**src/rtl/t08_lcd_ctrl.sv**
```systemverilog
// LCD command sequencer: plays the power-up script, then turns rectangle-fill
// requests into CASET/PASET/RAMWR plus one memory-write-continue per pixel.
module t08_lcd_ctrl #(
  parameter logic [23:0] RST_DELAY = 24'd120000,
  parameter logic [15:0] MAX_X     = 16'd240,
  parameter logic [15:0] MAX_Y     = 16'd320
) (
  input  logic        clk,
  input  logic        rst,
  input  logic        fill_req,
  input  logic [15:0] fill_x0,
  input  logic [15:0] fill_x1,
  input  logic [15:0] fill_y0,
  input  logic [15:0] fill_y1,
  input  logic [15:0] fill_color,
  output logic        fill_ack,
  output logic        fill_err,
  output logic        fill_done,
  output logic        ready,
  output logic        init_done,
  output logic [7:0]  spi_command,
  output logic [31:0] spi_parameters,
  output logic [3:0]  spi_counter,
  output logic        spi_readwrite,
  output logic        spi_enable,
  input  logic        spi_busy
);

  typedef enum logic [2:0] {S_INIT, S_DELAY, S_IDLE, S_CASET, S_PASET, S_RAMWR, S_PIXEL} state_t;
  typedef enum logic [1:0] {X_IDLE, X_START, X_WAIT, X_GAP} xact_t;

  state_t      st, st_n;
  xact_t       xs, xs_n;
  logic [2:0]  step, step_n;
  logic [23:0] dly, dly_n;
  logic [31:0] pix, pix_n;
  logic [15:0] x0_q, x1_q, y0_q, y1_q, col_q;
  logic        latch, ack_n, err_n, done_n, init_n;
  logic        req_ok;
  logic [31:0] area;
  logic [7:0]  cmd_c;
  logic [31:0] par_c;
  logic [3:0]  cnt_c;

  assign req_ok = (fill_x0 <= fill_x1) && (fill_x1 < MAX_X) &&
                  (fill_y0 <= fill_y1) && (fill_y1 < MAX_Y);
  assign area   = ({16'd0, fill_x1 - fill_x0} + 32'd1) * ({16'd0, fill_y1 - fill_y0} + 32'd1);

  assign ready         = (st == S_IDLE) && init_done;
  assign spi_readwrite = 1'b1;
  assign spi_enable    = (xs == X_START) || (xs == X_WAIT);

  // Command word is a pure function of the calling state; it is zero
  // whenever no transaction is in flight.
  always_comb begin
    cmd_c = 8'h00;
    par_c = 32'h0;
    cnt_c = 4'd0;
    case (st)
      S_INIT: begin
        case (step)
          3'd0:    cmd_c = 8'h01;
          3'd1:    cmd_c = 8'h28;
          3'd2:    begin cmd_c = 8'h3A; par_c = 32'h5500_0000; cnt_c = 4'd1; end
          3'd3:    cmd_c = 8'h11;
          default: cmd_c = 8'h29;
        endcase
      end
      S_CASET: begin cmd_c = 8'h2A; par_c = {x0_q, x1_q};    cnt_c = 4'd4; end
      S_PASET: begin cmd_c = 8'h2B; par_c = {y0_q, y1_q};    cnt_c = 4'd4; end
      S_RAMWR: begin cmd_c = 8'h2C; par_c = {col_q, col_q};  cnt_c = 4'd3; end
      S_PIXEL: begin cmd_c = 8'h3C; par_c = {col_q, 16'h0}; cnt_c = 4'd2; end
      default: ;
    endcase
  end

  assign spi_command    = (xs == X_IDLE) ? 8'h00  : cmd_c;
  assign spi_parameters = (xs == X_IDLE) ? 32'h0  : par_c;
  assign spi_counter    = (xs == X_IDLE) ? 4'd0   : cnt_c;

  always_comb begin
    st_n   = st;
    xs_n   = xs;
    step_n = step;
    dly_n  = dly;
    pix_n  = pix;
    latch  = 1'b0;
    ack_n  = 1'b0;
    err_n  = 1'b0;
    done_n = 1'b0;
    init_n = init_done;
    case (xs)
      X_START: if (spi_busy)  xs_n = X_WAIT;
      X_WAIT:  if (!spi_busy) xs_n = X_GAP;
      X_GAP: begin
        xs_n = X_IDLE;
        case (st)
          S_INIT: begin
            step_n = step + 3'd1;
            if (step == 3'd0 || step == 3'd3) begin
              st_n  = S_DELAY;
              dly_n = '0;
            end else if (step == 3'd4) begin
              st_n   = S_IDLE;
              step_n = step;
              init_n = 1'b1;
            end else begin
              xs_n = X_START;
            end
          end
          S_CASET: begin st_n = S_PASET; xs_n = X_START; end
          S_PASET: begin st_n = S_RAMWR; xs_n = X_START; end
          S_RAMWR: begin st_n = S_PIXEL; xs_n = X_START; end
          S_PIXEL: begin
            pix_n = pix - 32'd1;
            if (pix == 32'd1) begin
              st_n   = S_IDLE;
              done_n = 1'b1;
            end else begin
              xs_n = X_START;
            end
          end
          default: ;
        endcase
      end
      default: begin
        case (st)
          S_INIT: xs_n = X_START;
          S_DELAY: begin
            if (dly == RST_DELAY - 24'd1) begin
              st_n  = S_INIT;
              xs_n  = X_START;
              dly_n = '0;
            end else begin
              dly_n = dly + 24'd1;
            end
          end
          // An error pulse blocks re-evaluation so a requester dropping
          // fill_req on seeing it does not get a second pulse.
          S_IDLE: begin
            if (fill_req && init_done && !fill_err) begin
              if (req_ok) begin
                ack_n = 1'b1;
                latch = 1'b1;
                pix_n = area;
                st_n  = S_CASET;
                xs_n  = X_START;
              end else begin
                err_n = 1'b1;
              end
            end
          end
          default: ;
        endcase
      end
    endcase
  end

  always_ff @(posedge clk) begin
    if (rst) begin
      st        <= S_INIT;
      xs        <= X_IDLE;
      step      <= 3'd0;
      dly       <= '0;
      pix       <= '0;
      x0_q      <= '0;
      x1_q      <= '0;
      y0_q      <= '0;
      y1_q      <= '0;
      col_q     <= '0;
      fill_ack  <= 1'b0;
      fill_err  <= 1'b0;
      fill_done <= 1'b0;
      init_done <= 1'b0;
    end else begin
      st        <= st_n;
      xs        <= xs_n;
      step      <= step_n;
      dly       <= dly_n;
      pix       <= pix_n;
      fill_ack  <= ack_n;
      fill_err  <= err_n;
      fill_done <= done_n;
      init_done <= init_n;
      if (latch) begin
        x0_q  <= fill_x0;
        x1_q  <= fill_x1;
        y0_q  <= fill_y0;
        y1_q  <= fill_y1;
        col_q <= fill_color;
      end
    end
  end

endmodule

```
**config.mk**
```make
export PLATFORM = sky130hd
export DESIGN_NAME = t08_lcd_ctrl
export DESIGN_NICKNAME = d
export VERILOG_FILES = /design/src/rtl/t08_lcd_ctrl.sv
export SDC_FILE = /design/constraint.sdc
export NUM_CORES = 1
export LEC_CHECK = 0
export ABC_CLOCK_PERIOD_IN_PS = 15000
export CAP_MARGIN = 20
export CORE_MARGIN = 1
export CORE_UTILIZATION = 62
export CTS_CLUSTER_DIAMETER = 100
export DETAILED_ROUTE_END_ITERATION = 8
export GPL_ROUTABILITY_DRIVEN = 0
export PLACE_DENSITY = 0.89
export SYNTH_ARGS = -nofsm -noshare
export SYNTH_HDL_FRONTEND = slang
export SYNTH_SLANG_ARGS = --single-unit
```
**constraint.sdc**
```tcl
create_clock -name clk -period 15 [get_ports clk]
set_input_delay 3.75 -clock clk [delete_from_list [all_inputs] [get_ports clk]]
set_output_delay 3.75 -clock clk [all_outputs]
set_load 0.05 [all_outputs]
```
==> results.tsv <==
metric	value	unit
status	finished clean	
remaining routing DRC violations	0	
Die H	180	µm
via count	18900	
Yosys cell types	97	
Core Region	30900	µm²
Synth top area share	22.9	%
CTS H-Tree Depth	4	
Die ar.	32500	µm²
Max Freq	0.0751	GHz
setup_tns	0	ps
largest family of logic cells by synthesized area	adder cells	
post-synth top area cell	fa_1	
Post-Synth Adder-Cell Area	32.1	%
Clk pin slew, worst setup/hold paths	70	ps
Area growth syn-to-layout	11.4	%
WP data required	15320	ps
Synth Area in Simple Gates	23.3	%
ys flop type	dfxtp_1	
class of the worst hold path	reg -> reg	
hold depth	2	
Max Cap Violations	0	
DR top layer	met4	
largest cells by area after synthesis	fa_1 (23%), dfxtp_1 (15%), ha_1 (9.2%), nand2_1 (8.1%), inv_1 (7.2%)	
Tmin final	13310	ps
Via density	6.28	
detailed placement HPWL	43300	µm
initial DRC count	2089	
Detailed Routing Iterations Pass 1	6	
# clock sinks	148	
slowest stage delay, CP	910	ps
Max-slew headroom	18.6	%
global-route wire length before repair	93900	µm
antenna violations before repair	0	
FF+latch count, synth	148	
Mapped Area	19700	µm²
GRT overflow	0	
arrival time worst endpoint	13640	ps
CP max stage cell	xor2_1	
DRT met1 WL	20500	µm
worst slew pin tran	1210	ps
most common cell in the netlist	nand2_1	
multiplexer share of the synthesized area	0.439	%
Final nets	3053	
largest net degree at the start of global routing	72	
FF-to-FF path depth	7	
Clock Skew	16.0	ps
die width	180	µm
I/O pin count	135	
Synth top cells by count	nand2_1 (426), inv_1 (375), fa_1 (225)	
CP startpoint kind	input pin	
RSZ-0062 raised after global routing	false	
Compound-Gate Fraction of Synth Area	14.8	%
CP Max Fanout	9	
# hold bufs at CTS	0	
Starting Density	63.7	%
Critical Path End Type	flop	
worst skew pair latency	440	ps
xor/xnor cell area share of the yosys netlist	4.43	%
layout cells sized above 1	4.82	%
wire length per cell	19.3	µm
Mapped Cells	2536	
type of the worst setup path	in -> reg	
Num CTS Buffers	17	
final hold vios	0	
CTS tree	done	
synth warn	0	
total wire length	58000	µm
Async SR Flop Fraction	0	%
Syn Area/Cell	7.76	µm²
Root Driver	clkbuf_16	
Seq/Total Area, Yosys	15.1	%
GRT Util Overall	36.0	%
IO Port Bufs	130	
remaining antenna violation count	0	
vias in the first global route	19200	
Max Slew Vio Count	0	
met3 wire length	6530	µm
row cnt	64	
Post-synth EDFFs	0	
metal2 WL	27000	µm
CTS max path bufs	2	
Final setup viols	0	
# diodes	0	
# Post-CTS Setup Buffers	0	
Resized cells post-CTS	0	
Final Cycle Share	88.7	%
## flip-flops by register name (all words and copies together), names as in the netlist
| register | cells |
|---|---|
| col_q | 16 |
| dly | 24 |
| fill_ack | 1 |
| fill_done | 1 |
| fill_err | 1 |
| init_done | 1 |
| pix | 32 |
| st | 3 |
| step | 3 |
| x0_q | 16 |
| x1_q | 16 |
| xs | 2 |
| y0_q | 16 |
| y1_q | 16 |
## stage by stage
| step | hold WS (ps) | utilization (%) | cell area, µm² | worst slack [ps] | cells |
|---|---|---|---|---|---|
| 6_report | 458 | 70.9 | 21900 | 1690 | 3009 |
| 5_1_grt | 468 | 70.9 | 21900 | 1030 | 3009 |
| 4_1_cts | 456 | 70.8 | 21900 | 1900 | 3006 |
| 3_5_place_dp | 443 | 68.8 | 21300 | 1470 | 2974 |
| 3_3_place_gp | 426 | 68.7 | 21200 | 1810 | 2972 |
| 2_1_floorplan | 419 | - | 19700 | 3090 | 2538 |
## path summary, 6_finish.rpt
path | from | endpoint | slack [ps]
worst max-delay path | fill_x1[0] | pix[31] | 1690
worst min-delay path | y0_q[5] | y0_q[5] | 460
worst max register to register | xs[1] | step[0] | 11440
worst min register to register | y0_q[5] | y0_q[5] | 460
## worst max-delay path: cells and delay by family
kind	cells	cell delay [ps]
simple gates	8	1380
compound gates	8	2120
buf+inv	8	900
xor+xnor	2	1310
fa+ha+maj	9	4180
## per-layer routing
layer  GRT usage (%)  vias to the layer above
met5               0                        -
met4            23.8                        0
met3            6.85                      277
met2            60.2                     1273
met1            42.4                     8942
li1                -                     8406
## layout by cell type (no fill, tap or decap), drive strengths merged, types with 7 or more instances in the layout
cell type and n:
a211oi 27, a21o 19, a21oi 141, a22o 14, a22oi 50, a31oi 7, and2 110, and3 15
buf 37, clkbuf 17, clkdlybuf4s50 129, dfxtp 148, fa 225, ha 144, inv 386, nand2 426
nand2b 19, nand3 43, nand3b 7, nand4 23, nor2 159, nor2b 16, nor3 49, nor3b 10
nor4 20, o21a 9, o21ai 102, o22ai 11, or2 18, or3 23, or4 7, xnor2 55
xor2 38
## cells by family (layout without fill, tap and decap cells)
group	count (synthesis)	after routing
simple gates	965	965
mux	8	8
buf+inv	499	574
compound gates	452	452
xor+xnor	93	93
flops	148	148
fa+ha+maj	369	369
other cells	2	4
## final cells by class
type	count	area, µm²
Clock inverter	15	176
Sequential cell	148	2960
Inverter	376	1410
Multi-Input combinational cell	1891	14800
Timing Repair Buffer	166	1600
Fill cell	2259	8990
Tap cell	396	495
Clock buffer	17	425
Power is left out: the tool's default activity adds up to more than one toggle a clock period on the data nets, which glitch-free logic cannot reach.
